===== src/rtl/ordered_issue_queue_if.sv =====
// Dispatch/commit/regfile/issue bundle of the ordered issue queue.
// The queue takes the slave side; dispatch, commit, regfile and EXU drive the master side.
interface ordered_issue_queue_if #(
    parameter int DEPTH     = 8,
    parameter int ENQ_WIDTH = 2,
    parameter int ROB_W     = 7,
    parameter int PREG_W    = 7,
    parameter int DATA_W    = 64,
    parameter int PAYLOAD_W = 48
);
    logic [ENQ_WIDTH-1:0]                enq_valid;
    logic                                enq_ready;
    logic [ENQ_WIDTH-1:0][ROB_W-1:0]     enq_rob_idx;
    logic [ENQ_WIDTH-1:0][PREG_W-1:0]    enq_rs1;
    logic [ENQ_WIDTH-1:0][PREG_W-1:0]    enq_rd;
    logic [ENQ_WIDTH-1:0][PAYLOAD_W-1:0] enq_payload;
    logic [ROB_W-1:0]                    commit_rob_idx;
    logic                                redirect;
    logic [ROB_W-1:0]                    redirect_rob_idx;
    logic                                exu_ready;
    logic                                rf_ren;
    logic [PREG_W-1:0]                   rf_raddr;
    logic [PREG_W-1:0]                   rf_rd;
    logic [DATA_W-1:0]                   rf_rdata;
    logic                                issue_valid;
    logic [ROB_W-1:0]                    issue_rob_idx;
    logic [DATA_W-1:0]                   issue_rs1_data;
    logic [PAYLOAD_W-1:0]                issue_payload;
    logic [$clog2(DEPTH):0]              count;

    modport master (
        output enq_valid, enq_rob_idx, enq_rs1, enq_rd, enq_payload,
               commit_rob_idx, redirect, redirect_rob_idx, exu_ready, rf_rdata,
        input  enq_ready, rf_ren, rf_raddr, rf_rd,
               issue_valid, issue_rob_idx, issue_rs1_data, issue_payload, count
    );

    modport slave (
        input  enq_valid, enq_rob_idx, enq_rs1, enq_rd, enq_payload,
               commit_rob_idx, redirect, redirect_rob_idx, exu_ready, rf_rdata,
        output enq_ready, rf_ren, rf_raddr, rf_rd,
               issue_valid, issue_rob_idx, issue_rs1_data, issue_payload, count
    );
endinterface


===== src/rtl/ordered_issue_queue.sv =====
// In-order issue queue for serializing ops: head issues only at ROB commit, 2-cycle issue pipe.
// Define ORDERED_IQ_PERF_EN to add the perf_stall_cnt / perf_full_cnt counters.
module ordered_issue_queue #(
    parameter int DEPTH     = 8,
    parameter int ENQ_WIDTH = 2,
    parameter int ROB_W     = 7,
    parameter int PREG_W    = 7,
    parameter int DATA_W    = 64,
    parameter int PAYLOAD_W = 48
) (
    input  logic clk,
    input  logic rst,
    ordered_issue_queue_if.slave iq
`ifdef ORDERED_IQ_PERF_EN
    ,
    output logic [31:0] perf_stall_cnt,
    output logic [31:0] perf_full_cnt
`endif
);
    localparam int PW = $clog2(DEPTH);
    typedef logic [PW:0] ptr_t;
    localparam ptr_t ENQ_LIM = ptr_t'(DEPTH - ENQ_WIDTH);

    logic [ROB_W-1:0]     rob_q [DEPTH];
    logic [PREG_W-1:0]    rs1_q [DEPTH];
    logic [PREG_W-1:0]    rd_q  [DEPTH];
    logic [PAYLOAD_W-1:0] pay_q [DEPTH];

    ptr_t          head, tail, cnt, keep;
    ptr_t          off [ENQ_WIDTH+1];
    logic [PW-1:0] wr_slot [ENQ_WIDTH];
    logic [PW-1:0] head_slot;
    logic          empty, head_match, enq_fire, select, kill;

    logic [2:1]           vld_pipe;
    logic [ROB_W-1:0]     s1_rob;
    logic [PAYLOAD_W-1:0] s1_pay;

    // Wrap flag in the MSB: equal flags compare directly, differing flags invert the sense.
    function automatic logic younger(input logic [ROB_W-1:0] a, input logic [ROB_W-1:0] b);
        return (a[ROB_W-1] == b[ROB_W-1]) ? (a[ROB_W-2:0] > b[ROB_W-2:0])
                                          : (a[ROB_W-2:0] < b[ROB_W-2:0]);
    endfunction

    assign cnt        = tail - head;
    assign empty      = (head == tail);
    assign head_slot  = head[PW-1:0];
    assign head_match = (rob_q[head_slot] == iq.commit_rob_idx);

    assign iq.count     = cnt;
    assign iq.enq_ready = (cnt <= ENQ_LIM);
    assign enq_fire     = iq.enq_ready & (|iq.enq_valid) & ~iq.redirect;
    assign select       = ~empty & head_match & ~iq.redirect & iq.exu_ready;

    assign iq.rf_ren   = select;
    assign iq.rf_raddr = empty ? '0 : rs1_q[head_slot];
    assign iq.rf_rd    = empty ? '0 : rd_q[head_slot];

    // Lane compaction: each valid lane lands after the valid lanes below it.
    always_comb begin
        off[0] = '0;
        for (int i = 0; i < ENQ_WIDTH; i++) begin
            off[i+1]   = off[i] + ptr_t'(iq.enq_valid[i]);
            wr_slot[i] = tail[PW-1:0] + off[i][PW-1:0];
        end
    end

    // Survivors of a flush are a prefix of the occupied entries, so counting them gives the new tail.
    always_comb begin
        keep = '0;
        for (int j = 0; j < DEPTH; j++) begin
            if (ptr_t'(j) < cnt && !younger(rob_q[head_slot + PW'(j)], iq.redirect_rob_idx))
                keep = keep + ptr_t'(1);
        end
    end

    always_ff @(posedge clk) begin
        for (int i = 0; i < ENQ_WIDTH; i++) begin
            if (enq_fire && iq.enq_valid[i]) begin
                rob_q[wr_slot[i]] <= iq.enq_rob_idx[i];
                rs1_q[wr_slot[i]] <= iq.enq_rs1[i];
                rd_q[wr_slot[i]]  <= iq.enq_rd[i];
                pay_q[wr_slot[i]] <= iq.enq_payload[i];
            end
        end
    end

    always_ff @(posedge clk) begin
        if (rst) begin
            head <= '0;
            tail <= '0;
        end else begin
            if (select)
                head <= head + ptr_t'(1);
            if (iq.redirect)
                tail <= head + keep;
            else if (enq_fire)
                tail <= tail + off[ENQ_WIDTH];
        end
    end

    assign kill           = iq.redirect & younger(s1_rob, iq.redirect_rob_idx);
    assign iq.issue_valid = vld_pipe[2];

    always_ff @(posedge clk) begin
        if (rst) begin
            vld_pipe          <= '0;
            s1_rob            <= '0;
            s1_pay            <= '0;
            iq.issue_rob_idx  <= '0;
            iq.issue_rs1_data <= '0;
            iq.issue_payload  <= '0;
        end else begin
            vld_pipe[1] <= select;
            vld_pipe[2] <= vld_pipe[1] & ~kill;
            if (select) begin
                s1_rob <= rob_q[head_slot];
                s1_pay <= pay_q[head_slot];
            end
            if (vld_pipe[1] && !kill) begin
                iq.issue_rob_idx  <= s1_rob;
                iq.issue_rs1_data <= iq.rf_rdata;
                iq.issue_payload  <= s1_pay;
            end
        end
    end

`ifdef ORDERED_IQ_PERF_EN
    always_ff @(posedge clk) begin
        if (rst) begin
            perf_stall_cnt <= '0;
            perf_full_cnt  <= '0;
        end else begin
            if (!empty && head_match && !iq.exu_ready && perf_stall_cnt != '1)
                perf_stall_cnt <= perf_stall_cnt + 32'd1;
            if (!iq.enq_ready && (|iq.enq_valid) && perf_full_cnt != '1)
                perf_full_cnt <= perf_full_cnt + 32'd1;
        end
    end
`endif
endmodule


===== src/flat_wrapper.sv =====
// flat-port wrapper written by rule: the top's interface ports become plain ports
module ordered_issue_queue_flat 
#(
    parameter int DEPTH     = 8,
    parameter int ENQ_WIDTH = 2,
    parameter int ROB_W     = 7,
    parameter int PREG_W    = 7,
    parameter int DATA_W    = 64,
    parameter int PAYLOAD_W = 48
)
  (clk, rst, iq_enq_valid, iq_enq_rob_idx, iq_enq_rs1, iq_enq_rd, iq_enq_payload, iq_commit_rob_idx, iq_redirect, iq_redirect_rob_idx, iq_exu_ready, iq_rf_rdata, iq_enq_ready, iq_rf_ren, iq_rf_raddr, iq_rf_rd, iq_issue_valid, iq_issue_rob_idx, iq_issue_rs1_data, iq_issue_payload, iq_count);
  ordered_issue_queue_if #(.DEPTH(DEPTH), .ENQ_WIDTH(ENQ_WIDTH), .ROB_W(ROB_W), .PREG_W(PREG_W), .DATA_W(DATA_W), .PAYLOAD_W(PAYLOAD_W)) iq_i ();
  input  logic clk;
  input  logic rst;
  input wire logic [$bits(iq_i.enq_valid)-1:0] iq_enq_valid;
  input wire logic [$bits(iq_i.enq_rob_idx)-1:0] iq_enq_rob_idx;
  input wire logic [$bits(iq_i.enq_rs1)-1:0] iq_enq_rs1;
  input wire logic [$bits(iq_i.enq_rd)-1:0] iq_enq_rd;
  input wire logic [$bits(iq_i.enq_payload)-1:0] iq_enq_payload;
  input wire logic [$bits(iq_i.commit_rob_idx)-1:0] iq_commit_rob_idx;
  input wire logic [$bits(iq_i.redirect)-1:0] iq_redirect;
  input wire logic [$bits(iq_i.redirect_rob_idx)-1:0] iq_redirect_rob_idx;
  input wire logic [$bits(iq_i.exu_ready)-1:0] iq_exu_ready;
  input wire logic [$bits(iq_i.rf_rdata)-1:0] iq_rf_rdata;
  output wire logic [$bits(iq_i.enq_ready)-1:0] iq_enq_ready;
  output wire logic [$bits(iq_i.rf_ren)-1:0] iq_rf_ren;
  output wire logic [$bits(iq_i.rf_raddr)-1:0] iq_rf_raddr;
  output wire logic [$bits(iq_i.rf_rd)-1:0] iq_rf_rd;
  output wire logic [$bits(iq_i.issue_valid)-1:0] iq_issue_valid;
  output wire logic [$bits(iq_i.issue_rob_idx)-1:0] iq_issue_rob_idx;
  output wire logic [$bits(iq_i.issue_rs1_data)-1:0] iq_issue_rs1_data;
  output wire logic [$bits(iq_i.issue_payload)-1:0] iq_issue_payload;
  output wire logic [$bits(iq_i.count)-1:0] iq_count;
  assign iq_i.enq_valid = iq_enq_valid;
  assign iq_i.enq_rob_idx = iq_enq_rob_idx;
  assign iq_i.enq_rs1 = iq_enq_rs1;
  assign iq_i.enq_rd = iq_enq_rd;
  assign iq_i.enq_payload = iq_enq_payload;
  assign iq_i.commit_rob_idx = iq_commit_rob_idx;
  assign iq_i.redirect = iq_redirect;
  assign iq_i.redirect_rob_idx = iq_redirect_rob_idx;
  assign iq_i.exu_ready = iq_exu_ready;
  assign iq_i.rf_rdata = iq_rf_rdata;
  assign iq_enq_ready = iq_i.enq_ready;
  assign iq_rf_ren = iq_i.rf_ren;
  assign iq_rf_raddr = iq_i.rf_raddr;
  assign iq_rf_rd = iq_i.rf_rd;
  assign iq_issue_valid = iq_i.issue_valid;
  assign iq_issue_rob_idx = iq_i.issue_rob_idx;
  assign iq_issue_rs1_data = iq_i.issue_rs1_data;
  assign iq_issue_payload = iq_i.issue_payload;
  assign iq_count = iq_i.count;
  ordered_issue_queue #(.DEPTH(DEPTH), .ENQ_WIDTH(ENQ_WIDTH), .ROB_W(ROB_W), .PREG_W(PREG_W), .DATA_W(DATA_W), .PAYLOAD_W(PAYLOAD_W)) u_core (.clk(clk), .rst(rst), .iq(iq_i));
endmodule

===== config.mk =====
export PLATFORM = sky130hd
export DESIGN_NAME = ordered_issue_queue_flat
export DESIGN_NICKNAME = d
export VERILOG_FILES = /design/src/rtl/ordered_issue_queue_if.sv /design/src/rtl/ordered_issue_queue.sv /design/src/flat_wrapper.sv
export SDC_FILE = /design/constraint.sdc
export NUM_CORES = 1
export LEC_CHECK = 0
export BUFFER_PORTS_ARGS = -buffer_cell sky130_fd_sc_hd__buf_2
export CAP_MARGIN = 0
export CORE_UTILIZATION = 60
export DETAILED_ROUTE_END_ITERATION = 12
export PLACE_DENSITY = 0.81
export SLEW_MARGIN = 25
export SYNTH_ARGS = -nofsm -noshare
export SYNTH_HDL_FRONTEND = slang
export SYNTH_SLANG_ARGS = --single-unit

===== constraint.sdc =====
create_clock -name clk -period 10.5 [get_ports clk]
set_input_delay 1.05 -clock clk [delete_from_list [all_inputs] [get_ports clk]]
set_output_delay 1.05 -clock clk [all_outputs]
set_load 0.01 [all_outputs]

==> results.yml <==
global_route:
  grt_usage: 0.325
  antenna_found_initial: 40
  grt_overflow_total: 0
  grt_pass1_vias: 25800
  grt_first_pass_wirelength_mm: 155
  maximum_number_of_pins_on_one_net_before_global_route_repair: 75
sta:
  final.setup_skew_ns: 0.0162
  report.final.slew_viol_count: 0
  achievable-frequency_mhz: 109
  final.hold.worst_slack_ns: 0.449
  relSlewSlack: 0.269
  finalCritPeriodShare: 0.870
  finalHoldViolCount: 0
  final.setup.tns_ns: 0
  max_slew.worst_pin.slew_ns: 1.09
  rsz0062_at_grt: "false"
  shortest_clock_period_the_worst_path_allows_after_layout_ns: 9.14
  setup_viol: 0
setup_path:
  dominant_cell_type_by_count_on_the_critical_path: "ha_1"
  path_class: "register to register"
  cpPeakStageDelay_ns: 0.78
  regToRegStartpoint: "u_core.head[0]$_SDFFE_PP0P_"
  startpoint: "u_core.head[0]$_SDFFE_PP0P_"
  worstPathBufferInverterCount: 5
  worstPathMaxFanout: 30
  critPathCaptureType: "register"
  worst_ep_required_time_ns: 10.96
  worst_setup_path_start_kind: "register"
  timing.critical_path.slowest_stage_cell: "dfxtp_4"
  critPathTopFamily: "compound AO/OA/AOI/OAI gates"
  cp.arrival_ns: 9.60
route:
  drt_wl_total_mm: 105
  final_antenna_net_count: 0
  vias: 25400
  drt_iter0_drc: 2683
  post_drt_via_cell_ratio: 6.41
  detailedRoute.firstPassIterationCount: 6
  remaining_drc_errors: 0
  wire_per_inst_um: 26.4
clocking:
  cts-buffers-inserted: 75
  cts.sinks: 739
  cts_tree: "built"
  insertion_delay_ns: 0.61
  cts_repair_resize_count: 0
  clockBufferDepth: 3
  cts.clk_slew.worst_paths_ns: 0.06
  cts_root_buffer: "clkbuf_16"
  cts-htree-levels: 3
  ctsHoldBuffers: 0
  post_cts_buffers: 0
power_and_ir_drop:
  power_leakage_nw: 15.2
  power_density_nw_per_um2: 174
  vdd_drop_max_uv: 131
status:
  status: "completed"
place:
  dp_hpwl_mm: 62.1
  gp_congestion: 0.949
  io_buffer_count: 361
synthesis:
  seq_area_frac_synth: 0.537
  synth-seq-cells: 739
  synth_commonest_cells: "mux2_2, edfxtp_1, nand2_1"
  post-synth-top-area-fraction: 0.438
  synth.avg_cell_area_um2: 13.8
  count_of_warnings_emitted_by_yosys: 0
  synth-edff-count: 552
  synth-async-reset-ratio: 0
  synth_top_area_cell: "edfxtp_1"
  yosys-top-cells-area: "edfxtp_1, mux2_2, mux4_2, dfxtp_1, nand2_1"
  synth_nets: 3045
  netlist_area_um2: 37900
  synth_cell_type_count: 59
  most_frequent_cell_after_synthesis: "mux2_2"
  synth_cells: 2745
  synth_top_flop_cell: "edfxtp_1"
cells_and_area:
  final_layout_size_suffix_gt1_frac: 0.422
  synth_to_final_area_change_pct: 13.4
  final_nets: 3341
  fill_cells: 4179
hold_path:
  holdCritStartpoint: "u_core.iq.issue_payload[40]$_SDFFE_PP0P_"
  hold_class: "register to register"
floorplanning:
  start_util: 0.610
  row_count: 91
  die_height_um: 253
  fp.dieW_um: 253
  num_io_pins: 362
  coreArea_um2: 62100
  design.die.area_um2: 64100
job:
  timing.max_cap.violations: 0
==> path summary, 6_finish.rpt <==
path / end / slack, ns / depth (start not counted)
min: u_core.iq.issue_payload[40]$_SDFFE_PP0P_ / 0.45 / 2
max: u_core.tail[3]$_SDFFE_PP0P_ / 1.36 / 37
min reg2reg: u_core.iq.issue_payload[40]$_SDFFE_PP0P_ / 0.45 / 2
max reg2reg: u_core.tail[3]$_SDFFE_PP0P_ / 1.36 / 37
==> tightest hold or removal path, stage by stage (launching register included) <==
cell and delay, ns:
dfxtp_1 0.30, nand2_1 0.05, a21oi_1 0.05
==> cell families after synthesis <==
group,Yosys count,synth area share
flops,739,0.537
simple gates,600,0.0629
mux,803,0.296
fa+ha+maj,78,0.0264
xor+xnor,45,0.0117
buf+inv,217,0.0219
compound gates,263,0.0444
==> report_power, final <==
part | internal [W] | leakage [nW] | total (W) | switching (W)
sequential | 0.00337 | 6.50 | 0.00344 | 0.0000709
combinational | 0.000625 | 7.56 | 0.00148 | 0.000850
clock | 0.00143 | 1.13 | 0.00255 | 0.00112
==> area by class of cell <==
type | instances | area (µm²) | share of cell area
multi-input cells | 1789 | 16900 | 0.394
inverters | 33 | 124 | 0.00289
flip-flops and latches | 739 | 20300 | 0.474
clock buffers | 103 | 2020 | 0.0471
repair buffers | 403 | 2150 | 0.0501
clock inverters | 32 | 273 | 0.00635
well taps | 837 | 1050 | 0.0244
diodes | 31 | 77.6 | 0.00181
==> sequential cells by signal (all words and copies together) (netlist names), named ones only <==
signal,count
u_core.pay_q,384
u_core.iq.issue_payload,48
u_core.vld_pipe,2
u_core.rob_q,56
u_core.iq.issue_rob_idx,7
u_core.s1_pay,48
u_core.head,4
u_core.tail,4
u_core.iq.issue_rs1_data,64
u_core.rd_q,56
u_core.s1_rob,7
u_core.rs1_q,56
==> cells in the final DEF (no fill, tap or decap), types with 7 or more instances in the layout <==
cell         n
a21o_1      13
clkinv_2    13
nand3_1     14
edfxtp_1   552
nand4_1      7
ha_1        75
nand2_1    435
inv_1       31
clkbuf_1    22
mux4_2     196
dfxtp_1    181
o21ai_0     14
clkinv_1    11
diode_2     31
xor2_1      16
nor2_1     101
a311oi_1    49
a211oi_1     7
buf_2      360
clkbuf_16   75
mux2_2     568
xnor2_1     26
buf_4       40
a21oi_1    140
mux2i_1     38
==> layer usage <==
layer  share of wire  GRT usage  up-vias  wire length [µm]
li1                -          -    11100                 -
met1            0.38      0.409    12700             39500
met2            0.49      0.539     1389             51100
met3           0.097     0.0722      242             10100
met4           0.038      0.147       18              4010
met5          0.0011          0        -               112
==> per-stage QoR <==
stage	setup slack, ns	util	power [W]	cell area (µm²)	cells
3_5_place_dp	1.43	0.653	0.00494	40500	3800
3_3_place_gp	1.77	0.653	0.00487	40500	3800
4_1_cts	1.42	0.690	0.00747	42800	3935
5_1_grt	0.715	0.692	0.00771	42900	3961
6_report	1.36	0.692	0.00746	42900	3967
2_1_floorplan	1.33	-	0.00450	37900	2745
Power figures use the tool's default switching activity.
